<file path="config.mk">
export PLATFORM = sky130hd
export DESIGN_NAME = cycle_step_ctrl
export DESIGN_NICKNAME = d
export VERILOG_FILES = /design/src/rtl/cycle_step_ctrl.sv
export SDC_FILE = /design/constraint.sdc
export NUM_CORES = 1
export LEC_CHECK = 0
export CAP_MARGIN = 25
export CORE_ASPECT_RATIO = 0.8
export CORE_MARGIN = 5
export CORE_UTILIZATION = 60
export CTS_BUF_LIST = sky130_fd_sc_hd__clkbuf_8
export DETAILED_ROUTE_END_ITERATION = 8
export GPL_TIMING_DRIVEN = 1
export PLACE_DENSITY = 0.77
export SETUP_SLACK_MARGIN = 0.02
export SKIP_LAST_GASP = 1
export SLEW_MARGIN = 20
export SYNTH_ARGS = -nofsm -noshare
export SYNTH_HDL_FRONTEND = slang
export SYNTH_SLANG_ARGS = --single-unit
</file>
<file path="constraint.sdc">
create_clock -name clk -period 4.8 [get_ports clk]
set_input_delay 0.48 -clock clk [delete_from_list [all_inputs] [get_ports clk]]
set_output_delay 0.48 -clock clk [all_outputs]
set_load 0.02 [all_outputs]
</file>
<file path="src/rtl/cycle_step_ctrl.sv">
// Step-rate, pause and direction controller for the seven-segment clockwise animation.
// Latency: clean raw press to state change is DB_CYCLES+3 cycles; step is a registered one-cycle pulse.
// Backpressure: none, free-running pulse source. CYCLE_AUTO_REVERSE_EN adds a lap counter that reverses dir every 8 steps.
module cycle_step_ctrl #(
    parameter int BASE_DIV   = 3_125_000,
    parameter int DB_CYCLES  = 1_000_000,
    parameter int INIT_SPEED = 3
) (
    input  logic       clk,
    input  logic       rst_n,
    input  logic       btn_faster,
    input  logic       btn_slower,
    input  logic       btn_pause,
    input  logic       btn_dir,
    output logic       step,
    output logic       dir,
    output logic       run,
    output logic [2:0] speed
);
    localparam int DBW = (DB_CYCLES < 2) ? 1 : $clog2(DB_CYCLES);

    logic [3:0]     btn_raw;
    logic [3:0]     sync1, sync2, db, db_q, ev;
    logic [DBW-1:0] db_cnt [4];
    logic [31:0]    count;
    logic [31:0]    period;
    logic [2:0]     speed_nxt;
    logic           speed_chg;
    logic           wrap;

    // Bit order: 0 faster, 1 slower, 2 pause, 3 dir.
    assign btn_raw = {btn_dir, btn_pause, btn_slower, btn_faster};
    assign ev      = db & ~db_q;

    always_ff @(posedge clk or negedge rst_n) begin
        if (!rst_n) begin
            sync1 <= '0;
            sync2 <= '0;
            db    <= '0;
            db_q  <= '0;
            for (int i = 0; i < 4; i++) db_cnt[i] <= '0;
        end else begin
            sync1 <= btn_raw;
            sync2 <= sync1;
            db_q  <= db;
            for (int i = 0; i < 4; i++) begin
                if (sync2[i] != db[i]) begin
                    if (db_cnt[i] == DBW'(DB_CYCLES - 1)) begin
                        db[i]     <= sync2[i];
                        db_cnt[i] <= '0;
                    end else begin
                        db_cnt[i] <= db_cnt[i] + DBW'(1);
                    end
                end else begin
                    db_cnt[i] <= '0;
                end
            end
        end
    end

    // Opposing speed events cancel; saturated events leave speed_chg low so the phase is kept.
    always_comb begin
        speed_nxt = speed;
        if (ev[0] && !ev[1] && speed != 3'd7)
            speed_nxt = speed + 3'd1;
        else if (ev[1] && !ev[0] && speed != 3'd0)
            speed_nxt = speed - 3'd1;
    end

    assign speed_chg = (speed_nxt != speed);
    assign period    = 32'(BASE_DIV) << (3'd7 - speed);
    assign wrap      = run && !speed_chg && (count == period - 32'd1);

`ifdef CYCLE_AUTO_REVERSE_EN
    logic [2:0] lap;
`endif

    always_ff @(posedge clk or negedge rst_n) begin
        if (!rst_n) begin
            count <= '0;
            step  <= 1'b0;
            run   <= 1'b1;
            dir   <= 1'b1;
            speed <= 3'(INIT_SPEED);
`ifdef CYCLE_AUTO_REVERSE_EN
            lap   <= '0;
`endif
        end else begin
            speed <= speed_nxt;
            step  <= wrap;
            if (speed_chg)
                count <= '0;
            else if (run)
                count <= wrap ? 32'd0 : count + 32'd1;
            // The pause event's own cycle still runs, so a coinciding step is issued.
            if (ev[2])
                run <= ~run;
`ifdef CYCLE_AUTO_REVERSE_EN
            if (ev[3]) begin
                dir <= ~dir;
                lap <= '0;
            end else if (wrap) begin
                lap <= lap + 3'd1;
                if (lap == 3'd7)
                    dir <= ~dir;
            end
`else
            if (ev[3])
                dir <= ~dir;
`endif
        end
    end
endmodule

</file>
# Word-level counts from Yosys, hierarchy flattened

Index checks and enable logic that the tools add are counted.

Input bits: 6
Logic and storage cells: 69
Output and inout bits: 6
Bits in registers: 134

Bitwise logic cells: 4
Equality and inequality tests: 11
Reduce and logical (&&, ||, !) cells: 15
Mux-type cells: 13
$add $sub $neg: 9
Shifts and indexed selects: 1

Operators by type and width:

| cell                                                                  | number |
|---|---|
| 20-bit 2-to-1 mux                                                     | 8 |
| 32-bit 2-to-1 mux                                                     | 3 |
| 20-bit by 1-bit adder with 20-bit output (second input constant)      | 4 |
| 20-bit equality test (second input constant)                          | 4 |
| 32-bit by 1-bit adder with 32-bit output (second input constant)      | 1 |
| 32-bit equality test                                                  | 1 |
| 22-bit by 3-bit << shifter with 32-bit output (first input constant)  | 1 |
| 32-bit by 1-bit subtractor with 32-bit output (second input constant) | 1 |
| 2-bit AND reduction                                                   | 4 |
| 1-bit logical AND                                                     | 6 |
| 3-bit 2-to-1 mux                                                      | 2 |
| 4-bit bitwise AND                                                     | 1 |
| 1-bit != test                                                         | 4 |
| 4-bit inverter                                                        | 1 |
| 3-bit by 1-bit adder with 3-bit output (second input constant)        | 1 |
| 1-bit logical NOT                                                     | 3 |
| 3-bit != test                                                         | 1 |
| 3-bit != test (second input constant)                                 | 1 |
| 3-bit nonzero test                                                    | 1 |
| 3-bit by 1-bit subtractor with 3-bit output (second input constant)   | 1 |
| 3-bit subtractor (first input constant)                               | 1 |
| 1-bit inverter                                                        | 2 |
| 2-bit nonzero test                                                    | 1 |

# Logic depth before layout (Yosys ltp)

Word-level depth: 14
Gate-level depth with buffers: 15
Gate-level depth less buffers: 12

# Worst setup path before layout

OpenSTA, ideal clock, no wires.

Path kind: register to register
Start point: register speed[0]
End point: register count[25]
Setup time: 0.127 ns
Path buffers: 3
Required time: 4.673 ns
Arrival time: 3.379 ns
Stages on the path, launching flop included: 14
Path slack: 1.294 ns
Period minus slack after synthesis: 3.506 ns
Cell sequence: dfstp_2 clkbuf_1 inv_1 ha_1 or4b_4 a221oi_2 xnor3_1 o211a_1 nand4bb_2 o21a_1 buf_4 buf_6 a21oi_1 o22ai_1

Word-level cells in the longest chain between the ends: 11
Elaborated cells on any way between the ends: 20
Classes of those cells: 4 x add/sub; 3 x eq/ne; 1 x shift; 5 x mux; 7 x reduce/logical

Ends and longest elaborated chain:

| element                                                                                | RTL line | text |
|---|---|---|
| start: declaration                                                                     | 18       | `output logic [2:0] speed` |
| start signal: assignment                                                               | 84       | `speed <= 3'(INIT_SPEED);` |
| start signal: assignment                                                               | 89       | `speed <= speed_nxt;` |
| branches (longest 11 deep; another with 32-bit by 1-bit subtractor with 32-bit output) | n/a      |  |
| end signal: assignment                                                                 | 94       | `count <= wrap ? 32'd0 : count + 32'd1;` |
| end: declaration                                                                       | 25       | `logic [31:0] count;` |

Parallel ways; which one is timed is not known. The select of a mux whose other input is x is not followed.
A chain may end at the register's enable or synchronous reset.

# Worst setup path in the final report

Start point: register speed[0]
End point: register count[3]

The elaborated chain is that of the path after synthesis.

==> flow_summary_export.csv <==
group,metric,value,unit
outcome,status,"finished, final reports clean",
clock_tree,cts_root_buffer,"clkbuf_8",
routing,wirelength,15080,um
setup_path,path_max_fanout,24,
setup_path,critPathSlowestCell,"dfstp_2",
finish,syn_to_final_growth,9.183,%
finish,nets,801,
global_route,grt_pass1_wl,25740,um
clock_tree,clk_pin_slew,80,ps
global_route,gr-usage-met1,30.74,%
sta,hold_viol,0,
finish,nFillCells,955,
clock_tree,numCtsBuffers,17,
sta,worst_pin_slew,859.8,ps
routing,remaining_drc_errors,0,
setup_path,cp-end-kind,"flop",
die,dieArea,14420,um^2
finish,layout-drive-gt1-share,7.080,%
global_route,antenna_found_initial,0,
sta,max_freq,259.0,MHz
clock_tree,postCtsHoldBufs,0,
placement,port_buffers,11,
power,leakagePower,0.003341,uW
worst_hold_path,hold_path_class,"in -> async",
synth,synth_top_cell_by_area,"dfrtp_1",
synth,synth_warnings,0,
power,power_density,295.5,nW/um^2
synth,synthFlopType,"dfrtp_1",
clock_tree,post_cts_buffers,0,
finish,diodes,0,
die,dieHeight,108.4,um
global_route,grt-busiest-layer,"met2",
global_route,grtUsageMet2,34.75,%
synth,synth_edf_count,0,
setup_path,timing.rr.start,"speed[0]$_DFF_PN1_",
die,die_x,133,um
setup_path,path_class,"reg -> reg",
routing,vias,5605,
synth,synth_area,7262,um^2
die,core_area,12030,um^2
sta,finClkSkew,12.14,ps
routing,ant_nets,0,
sta,maxSlewViolCount,0,
global_route,gr-usage-all-layers,22.22,%
synth,ys_ff_latch,134,
placement,dp_hpwl,10420,um
synth,async_flop_share,100.0,%
synth,synth.area.top_cells,"dfrtp_1, xnor2_1, nor2_1",
sta,rsz0062_at_grt,"no",
die,start_util,60.38,%
placement,dpl_cell_area,7440,um^2
finish,finalInstanceArea,7929,um^2
synth,syn_avg_cell_area,9.358,um^2
global_route,overflow,0,
clock_tree,clock_latency,450,ps
placement,gp_congestion,0.9599,
sta,min_period,3861,ps
die,row_count,36,
global_route,grt_max_degree,98,
setup_path,cpMostUsedCell,"ha_1",
routing,drt-initial-drc-count,531,
routing,drt-wirelength-per-cell,15.99,um
setup_path,critPathBufInv,2,
sta,finalCritPeriodShare,80.43,%
sta,slew_headroom,42.68,%
routing,dr.pass1.iters,5,
setup_path,worstPathRequired,5140,ps
synth,syn-instance-count,776,
clock_tree,cts_buffer_depth,2,
setup_path,cp-start-kind,"flop",
power,ir_worst_vdd,0.2434,mV
synth,ys_types,64,
global_route,grt_pass1_vias,5375,
synth,ys_seq_area_share,46.24,%
sta,setup_viol,0,
clock_tree,htreeDepth,4,
clock_tree,ctsResizeCount,0,
clock_tree,cts.sinks,134,
synth,synth_top_area_share,44.80,%
synth,synth_nets,799,
routing,vias_per_cell,5.944,
sta,tns,0,ps
job,drv_cap,0,
setup_path,slowest_delay,700,ps
setup_path,crit_path_start,"speed[0]$_DFF_PN1_",
setup_path,crit_family,"compound AO/OA/AOI/OAI gates",
setup_path,worst_ep_arrival_time,4200,ps
setup_path,cp_cell_sequence,"ha_1, ha_1, inv_1, ha_1, xnor2_1, o21ai_0, a31oi_1, or4_1, o21a_1, buf_8, a21o_1, a22o_1",
global_route,use_met3,4.744,%
die,ios,12,
clock_tree,cts_tree,"built",
==> worst register-to-register path, cell delays in order (launching register included) <==
cell and delay [ps]:
dfstp_2 700, ha_1 330, ha_1 360, inv_1 80
ha_1 250, xnor2_1 170, o21ai_0 150, a31oi_1 100
or4_1 620, o21a_1 380, buf_8 260, a21o_1 170
a22o_1 180
==> logic make-up after synthesis <==
group | Yosys count | synth area share, %
AOI/OAI and AO/OA | 90 | 8.563
xor gates and xnor gates | 98 | 12.20
adders and majority gates | 17 | 2.929
buffers and inverters | 54 | 3.429
DFF | 134 | 46.24
muxes | 10 | 1.447
and+or+nand+nor | 373 | 25.19
==> cells in the final DEF (no fill, tap or decap), drive strengths merged, types with 9 or more instances in the layout <==
master / count
clkdlybuf4s50: 10
nand4: 16
inv: 25
o21ai: 25
and3: 23
xnor2: 53
xor2: 43
nor2: 117
a31oi: 9
nand3: 67
nor3: 19
ha: 17
dfrtp: 130
or3: 17
nand2: 67
clkbuf: 19
a21oi: 15
==> flip-flops by register name, indices dropped and copies added (netlist names) <==
register / flops
db_q: 4
speed: 3
db: 4
dir: 1
step: 1
sync2: 4
sync1: 4
count: 32
db_cnt: 80
run: 1
==> through the flow <==
stage	utilization, %	hold slack [ps]	total power (uW)	std cells	setup slack, ps
global route	65.93	190.3	2423	943	717.6
CTS	65.93	149.7	2363	943	979.9
finish	65.93	117.4	2343	943	939.2
global placement	61.74	336.3	1222	910	807.5
detailed placement	61.86	342.7	1226	911	1005
floorplan	-	184.4	1192	776	1294
==> metal layers <==
| metal | wire length [um] | share of wire, % |
|---|---|---|
| met1 | 7081 | 47 |
| met2 | 6980 | 46 |
| met3 | 705 | 4.7 |
| met4 | 309 | 2.0 |
| met5 | 0 | 0 |
==> power breakdown <==
part / switching, uW / total, uW / internal, uW
Sequential: 9.93 / 1150 / 1140
Combinational: 38.0 / 51.9 / 13.8
Clock: 443 / 1140 / 698
==> path summary, 6_finish.rpt <==
kind	end	slack, ps	cells after the start
worst max-delay path	count[3]$_DFFE_PN0P_	940	12
worst min-delay path	db_cnt[42]$_DFF_PN0_	120	1
worst max register to register	count[3]$_DFFE_PN0P_	940	12
worst min register to register	sync2[3]$_DFF_PN0_	360	0
max in group asynchronous	db_q[0]$_DFF_PN0_	3680	2
min in group clk	sync2[3]$_DFF_PN0_	360	0
==> cell type report <==
type	instances	area, um^2	area share [%]
Multi-Input combinational cell	588	3660	46.16
Clock inverter	13	227.7	2.872
Sequential cell	134	3358	42.35
Inverter	22	82.58	1.042
Clock buffer	19	261.5	3.298
Tap cell	152	190.2	2.399
Timing Repair Buffer	15	148.9	1.878
==> Yosys cell counts, types with 6 or more instances <==
master / number
dfrtp_1: 130
nor2_1: 117
nand2_1: 67
nand3_1: 67
xnor2_1: 53
xor2_1: 43
and3_1: 23
inv_1: 21
clkbuf_1: 19
nor3_1: 19
ha_1: 17
o21ai_0: 17
or3_1: 17
nand4_1: 16
a21oi_1: 15
a31oi_1: 9
a22o_1: 8
nor4_1: 8
o21ai_1: 7
o311ai_1: 7
mux2i_1: 6
Note: power is estimated with default switching activity, not from simulation.
